--- src/rtl/adder_bist_pkg.sv ---
// Shared types and helpers for the adder BIST controller: FSM states,
// Galois LFSR tap masks (odd widths 3..31) and the golden-sum reference.
package adder_bist_pkg;

    typedef enum logic [2:0] {S_IDLE, S_DRIVE, S_WAIT, S_CHECK, S_DONE} state_t;

    // Toggle mask for a right-shifting Galois LFSR; bit t-1 set for each tap t.
    function automatic logic [31:0] lfsr_taps(input int width);
        case (width)
            3:       lfsr_taps = 32'h0000_0006;
            5:       lfsr_taps = 32'h0000_0014;
            7:       lfsr_taps = 32'h0000_0060;
            9:       lfsr_taps = 32'h0000_0110;
            11:      lfsr_taps = 32'h0000_0500;
            13:      lfsr_taps = 32'h0000_100D;
            15:      lfsr_taps = 32'h0000_6000;
            17:      lfsr_taps = 32'h0001_2000;
            19:      lfsr_taps = 32'h0004_0023;
            21:      lfsr_taps = 32'h0014_0000;
            23:      lfsr_taps = 32'h0042_0000;
            25:      lfsr_taps = 32'h0120_0000;
            27:      lfsr_taps = 32'h0400_0013;
            29:      lfsr_taps = 32'h1400_0000;
            31:      lfsr_taps = 32'h4800_0000;
            default: lfsr_taps = 32'h0000_0000;
        endcase
    endfunction

    function automatic logic [32:0] golden_sum(input logic [31:0] a, input logic [31:0] b,
                                               input logic cin);
        golden_sum = {1'b0, a} + {1'b0, b} + {32'b0, cin};
    endfunction

endpackage

--- src/rtl/adder_bist_vecgen.sv ---
// Operand vector source: exhaustive index counter by default, or a Galois
// LFSR when ADDER_BIST_LFSR_EN is defined.
import adder_bist_pkg::*;

module adder_bist_vecgen #(
    parameter int N = 8
`ifdef ADDER_BIST_LFSR_EN
    , parameter int SEED = 1
`endif
) (
    input  logic         clk,
    input  logic         rst,
    input  logic         load,
    input  logic         advance,
    output logic [2*N:0] vec
);
    localparam int W = 2 * N + 1;

`ifdef ADDER_BIST_LFSR_EN
    localparam logic [W-1:0] TAPS   = W'(lfsr_taps(W));
    // The all-zero state is a lock-up state, so a zero seed becomes 1.
    localparam logic [W-1:0] SEED_V = (W'(SEED) == '0) ? W'(1) : W'(SEED);

    always_ff @(posedge clk) begin
        if (rst)
            vec <= '0;
        else if (load)
            vec <= SEED_V;
        else if (advance)
            vec <= (vec >> 1) ^ (vec[0] ? TAPS : '0);
    end
`else
    always_ff @(posedge clk) begin
        if (rst)
            vec <= '0;
        else if (load)
            vec <= '0;
        else if (advance)
            vec <= vec + W'(1);
    end
`endif

endmodule

--- src/rtl/adder_bist_controller.sv ---
// BIST controller for an external adder: drives vectors, checks results after
// LATENCY settle cycles. Define ADDER_BIST_LFSR_EN for pseudo-random vectors.
import adder_bist_pkg::*;

module adder_bist_controller #(
    parameter int N           = 8,
    parameter int LATENCY     = 0,
    parameter int NUM_VECTORS = 256,
    parameter int SEED        = 1
) (
    input  logic         clk,
    input  logic         rst,
    input  logic         start,
    output logic         busy,
    output logic         done,
    output logic         pass,
    output logic [N-1:0] dut_a,
    output logic [N-1:0] dut_b,
    output logic         dut_cin,
    input  logic [N-1:0] dut_sum,
    input  logic         dut_cout,
    output logic [15:0]  err_count,
    output logic         fail_valid,
    output logic [N-1:0] fail_a,
    output logic [N-1:0] fail_b,
    output logic         fail_cin
);
    localparam int WW = (LATENCY > 1) ? $clog2(LATENCY) : 1;

    if (NUM_VECTORS < 1 || NUM_VECTORS > 65536 || SEED < 0 || N < 1 || N > 15) begin : g_param_check
        $error("adder_bist_controller: parameter out of range");
    end

    state_t        state;
    logic [2*N:0]  vec;
    logic          load, advance, last, mismatch;
    logic [N-1:0]  sum_q;
    logic          cout_q;
    logic [32:0]   gold;
    logic [15:0]   vcnt, err_inc;
    logic [WW-1:0] wcnt;

    adder_bist_vecgen #(
        .N(N)
`ifdef ADDER_BIST_LFSR_EN
        , .SEED(SEED)
`endif
    ) u_vecgen (
        .clk     (clk),
        .rst     (rst),
        .load    (load),
        .advance (advance),
        .vec     (vec)
    );

    // Operands come straight off the generator register, so they only move
    // on the edge that enters DRIVE.
    assign dut_cin = vec[0];
    assign dut_b   = vec[N:1];
    assign dut_a   = vec[2*N:N+1];

    assign load     = start && (state == S_IDLE || state == S_DONE);
    assign last     = (vcnt == 16'(NUM_VECTORS - 1));
    assign advance  = (state == S_CHECK) && !last;
    assign gold     = golden_sum(32'(dut_a), 32'(dut_b), dut_cin);
    assign mismatch = gold != 33'({cout_q, sum_q});
    assign err_inc  = (err_count == 16'hFFFF) ? err_count : err_count + 16'd1;

    // Adder outputs are registered first; CHECK compares what was captured
    // on the edge that entered it.
    always_ff @(posedge clk) begin
        if (rst) begin
            sum_q  <= '0;
            cout_q <= 1'b0;
        end else begin
            sum_q  <= dut_sum;
            cout_q <= dut_cout;
        end
    end

    always_ff @(posedge clk) begin
        if (rst) begin
            state      <= S_IDLE;
            busy       <= 1'b0;
            done       <= 1'b0;
            pass       <= 1'b0;
            err_count  <= '0;
            fail_valid <= 1'b0;
            fail_a     <= '0;
            fail_b     <= '0;
            fail_cin   <= 1'b0;
            vcnt       <= '0;
            wcnt       <= '0;
        end else begin
            case (state)
                S_IDLE, S_DONE: begin
                    if (start) begin
                        state      <= S_DRIVE;
                        busy       <= 1'b1;
                        done       <= 1'b0;
                        pass       <= 1'b0;
                        err_count  <= '0;
                        fail_valid <= 1'b0;
                        fail_a     <= '0;
                        fail_b     <= '0;
                        fail_cin   <= 1'b0;
                        vcnt       <= '0;
                    end
                end
                S_DRIVE: begin
                    wcnt  <= '0;
                    state <= (LATENCY > 0) ? S_WAIT : S_CHECK;
                end
                S_WAIT: begin
                    if (wcnt == WW'(LATENCY - 1))
                        state <= S_CHECK;
                    else
                        wcnt <= wcnt + WW'(1);
                end
                S_CHECK: begin
                    if (mismatch) begin
                        err_count <= err_inc;
                        if (!fail_valid) begin
                            fail_valid <= 1'b1;
                            fail_a     <= dut_a;
                            fail_b     <= dut_b;
                            fail_cin   <= dut_cin;
                        end
                    end
                    if (last) begin
                        state <= S_DONE;
                        busy  <= 1'b0;
                        done  <= 1'b1;
                        pass  <= !mismatch && (err_count == 16'd0);
                    end else begin
                        vcnt  <= vcnt + 16'd1;
                        state <= S_DRIVE;
                    end
                end
                default: state <= S_IDLE;
            endcase
        end
    end

endmodule
--- config.mk ---
export PLATFORM = sky130hd
export DESIGN_NAME = adder_bist_controller
export DESIGN_NICKNAME = d
export VERILOG_FILES = /design/src/rtl/adder_bist_pkg.sv /design/src/rtl/adder_bist_vecgen.sv /design/src/rtl/adder_bist_controller.sv
export SDC_FILE = /design/constraint.sdc
export NUM_CORES = 1
export LEC_CHECK = 0
export ABC_AREA = 1
export CORE_ASPECT_RATIO = 1.5
export CORE_MARGIN = 2
export CORE_UTILIZATION = 50
export CTS_CLUSTER_SIZE = 12
export DETAILED_ROUTE_END_ITERATION = 7
export HOLD_SLACK_MARGIN = 0.1
export PLACE_DENSITY = 0.74
export SLEW_MARGIN = 20
export SYNTH_ARGS = -nofsm -noshare
export SYNTH_HDL_FRONTEND = slang
export SYNTH_SLANG_ARGS = --single-unit
--- constraint.sdc ---
create_clock -name clk -period 2.9 [get_ports clk]
set_input_delay 0.725 -clock clk [delete_from_list [all_inputs] [get_ports clk]]
set_output_delay 0.725 -clock clk [all_outputs]
set_load 0.1 [all_outputs]
==> flow_metrics.tcl, run 1 <==
set metrics [dict create \
    status "finished, final reports clean" \
    cts_h_tree_depth 3 \
    clkSlewWorstSetupHoldPaths_ns 0.06 \
    fin_worst_hold_slack_ns 0.467 \
    layout.nets 834 \
    wl_per_cell_um 14.0 \
    die-height_um 124 \
    drv.max_cap_violation_count 0 \
    final_min_period_over_clock_period_pct 92.8 \
    fin_worst_skew_ns 0.00577 \
    place.gp.congestion 0.928 \
    cp_max_fo 26 \
    timing.fmax_ghz 0.371 \
    areaGrowthSynthToFinish_pct 19.6 \
    place_ws_ns 0.191 \
    fill_cell_instance_count_of_the_final_layout 851 \
    yosys_register_bits 83 \
    worstSetupEndpointType "flip-flop" \
    antenna_cells 0 \
    vias_in_the_first_global_route 4684 \
    yosys_warnings 0 \
    power.density_mw_per_mm2 732 \
    synth-edff-count 0 \
    rsz0062_at_grt "yes" \
    timing.critical_path.required_ns 3.14 \
    ys_types 39 \
    core_region_area_mm2 0.00931 \
    critPathKind "reg -> reg" \
    drive_gt1_share_pct 15.6 \
    synth_ff_type "dfxtp_1" \
    syn_area_per_cell_um2 6.52 \
    crit_path_start_kind "flip-flop" \
    grt_pass1_wl_um 21300 \
    floorplan.initialDensity_pct 51.7 \
    global_route.overflow_total 0 \
    buffer_ports.inserted 65 \
    critPathArrivalTime_ns 2.93 \
    cts_setup_buffers 0 \
    synthMostInstantiatedCell "nand2_1" \
    post_route_antenna_net_violation_count 0 \
    cts_buffers 9 \
    dr.pass1.iters 5 \
    synthTopCellsByArea "dfxtp_1 (35%), nand2_1 (13%), nor2_1 (8.2%)" \
    worstRegToRegCells 16 \
    die_w_um 84.1 \
    maximum_number_of_pins_on_one_net_before_global_route_repair 31 \
    synth.cell_area_mm2 0.00481 \
    area_of_the_die_mm2 0.0104 \
    io-pin-count 66 \
    synth_area_leader_cell "dfxtp_1" \
    ffs_w_async_s_r_synth_pct 0 \
    final-setup-viol-count 0 \
    placementRows 43 \
    cts.path.max_buffers 2 \
    ys_seq_area_share_pct 34.5 \
    fin_util_pct 61.8 \
    detailedRoute.firstIterationViolations 258 \
    cts_tree "built" \
    netlist_top_cells_count "nand2_1 (173), nor2_1 (105), inv_1 (104)" \
    worst_pin_slew_ns 0.729 \
    route.vias.total 4933 \
    synth.top_cell.area_share_pct 34.5 \
    global_route.usage.total_pct 25.4 \
    hold_path_class "reg -> reg" \
    report.final.hold_viol_count 0 \
    timing_max_transition_violations_final 0 \
    cts_root_buffer "clkbuf_16" \
    cts_num_sinks 83 \
    drc_errors 0 \
    finalWorstPathRequiredPeriod_ns 2.69 \
    insertion_delay_ns 0.34 \
    leakagePower_nw 2.55 \
    peakVddDrop_mv 0.631 \
    mappedNetlistNets 764 \
    drt-total-wl_um 13000 \
    antenna_found_initial 0 \
    slew_headroom_pct 50.9 \
    post-dp-hpwl_um 9770 \
    holdPathStages 2 \
    via_per_inst 5.33 \
    syn-instance-count 739 \
    setup_ws_final_ns 0.208 \
    timing.setup.tns_ns 0 \
]
registers in the layout, indices dropped and copies added, names as in the netlist, 3 cells and up:
signal / cells
state: 3
err_count: 16
fail_b: 8
sum_q: 8
fail_a: 8
u_vecgen.vec: 17
vcnt: 16
metrics by stage:
stage	cell area, µm²	power [W]	cells
final	5760	0.00421	926
after global routing	5760	0.00440	926
after CTS	5750	0.00422	926
after detailed placement	5460	0.00308	910
after global placement	5460	0.00306	910
after floorplan	4820	0.00275	739
cells by family (layout without fill, tap and decap cells):
kind of cell / Yosys count / count (layout) / synth area share [%]
simple gates: 436 / 436 / 41.3
buf+inv: 129 / 204 / 11.2
flops: 83 / 83 / 34.5
compound gates: 69 / 69 / 7.69
fa+ha+maj: 13 / 13 / 3.69
xor+xnor: 9 / 9 / 1.64
per-layer routing:
layer / share of wire, % / wire [µm] / vias to the layer above / GRT usage, %
met2: 52 / 6750 / 159 / 46.4
li1: - / - / 2492 / -
met1: 40 / 5180 / 2254 / 28.6
met5: 0 / 0 / - / 0
met3: 5.1 / 668 / 28 / 3.84
met4: 3.0 / 394 / 0 / 12.6
worst max-delay path, cell delays in order (launching register included):
cell and delay, ns:
dfxtp_2 0.36, fa_1 0.49, fa_1 0.55, nand2_1 0.06
nand2_1 0.06, nand3_1 0.07, nor2_1 0.11, nand2_1 0.05
inv_1 0.06, nand2_2 0.05, nor2_4 0.10, nand3_4 0.12
buf_12 0.19, nand2_4 0.09, inv_6 0.08, nor2_1 0.10
nor2_1 0.04
final cells by class:
type / count / area (µm²) / share of cell area (%)
well taps: 112 / 140 / 2.43
clock inverters: 6 / 65.1 / 1.13
flip-flops and latches: 83 / 1670 / 28.9
multi-input cells: 527 / 2610 / 45.4
clock buffers: 10 / 229 / 3.98
inverters: 110 / 418 / 7.26
repair buffers: 78 / 626 / 10.9
path summary, 6_finish.rpt:
| kind | from | end | slack, ns |
|---|---|---|---|
| worst max-delay path | u_vecgen.vec[9]$_SDFFE_PP0P_ | err_count[5]$_SDFFE_PP0P_ | 0.21 |
| worst min-delay path | wcnt$_SDFFE_PP0P_ | wcnt$_SDFFE_PP0P_ | 0.47 |
| worst max register to register | u_vecgen.vec[9]$_SDFFE_PP0P_ | err_count[5]$_SDFFE_PP0P_ | 0.21 |
| worst min register to register | wcnt$_SDFFE_PP0P_ | wcnt$_SDFFE_PP0P_ | 0.47 |
repair_timing:
action,CTS,global route
hold endpoints to repair,0,0
hold buffers,0,0
endpoints found under the setup margin,0,2
resized for setup,0,1
placed cells by master (no fill, tap or decap), types with 6 or more instances in the layout:
cell type	synthesis	final
a21oi_1	43	43
buf_4	0	66
clkbuf_16	0	9
clkdlybuf4s50_1	0	11
dfxtp_1	83	80
ha_1	11	11
inv_1	104	104
nand2_1	173	173
nand2_2	9	9
nand3_1	74	74
nand3b_1	6	6
nand4_1	17	17
nor2_1	105	105
nor2_2	12	12
nor3_1	15	15
nor4_1	6	6
o21ai_0	16	16
xor2_1	6	6
power by group:
group | internal (W) | leakage [nW] | switching, W
Sequential | 0.00127 | 0.678 | 0.000127
Clock | 0.000669 | 0.143 | 0.000484
Combinational | 0.000383 | 1.73 | 0.00128
Total | 0.00232 | 2.55 | 0.00189
Power figures use the tool's default switching activity.
==> run 2: changes to the inputs <==
HOLD_SLACK_MARGIN = 0.06   (was 0.1)
==> results of run 2 <==
The final DEF is identical to that of run 1; final timing and power are the same.
==> run 3: changes to the inputs <==
HOLD_SLACK_MARGIN = default   (was 0.06)
==> results of run 3 <==
The final DEF is identical to that of run 1; final timing and power are the same.
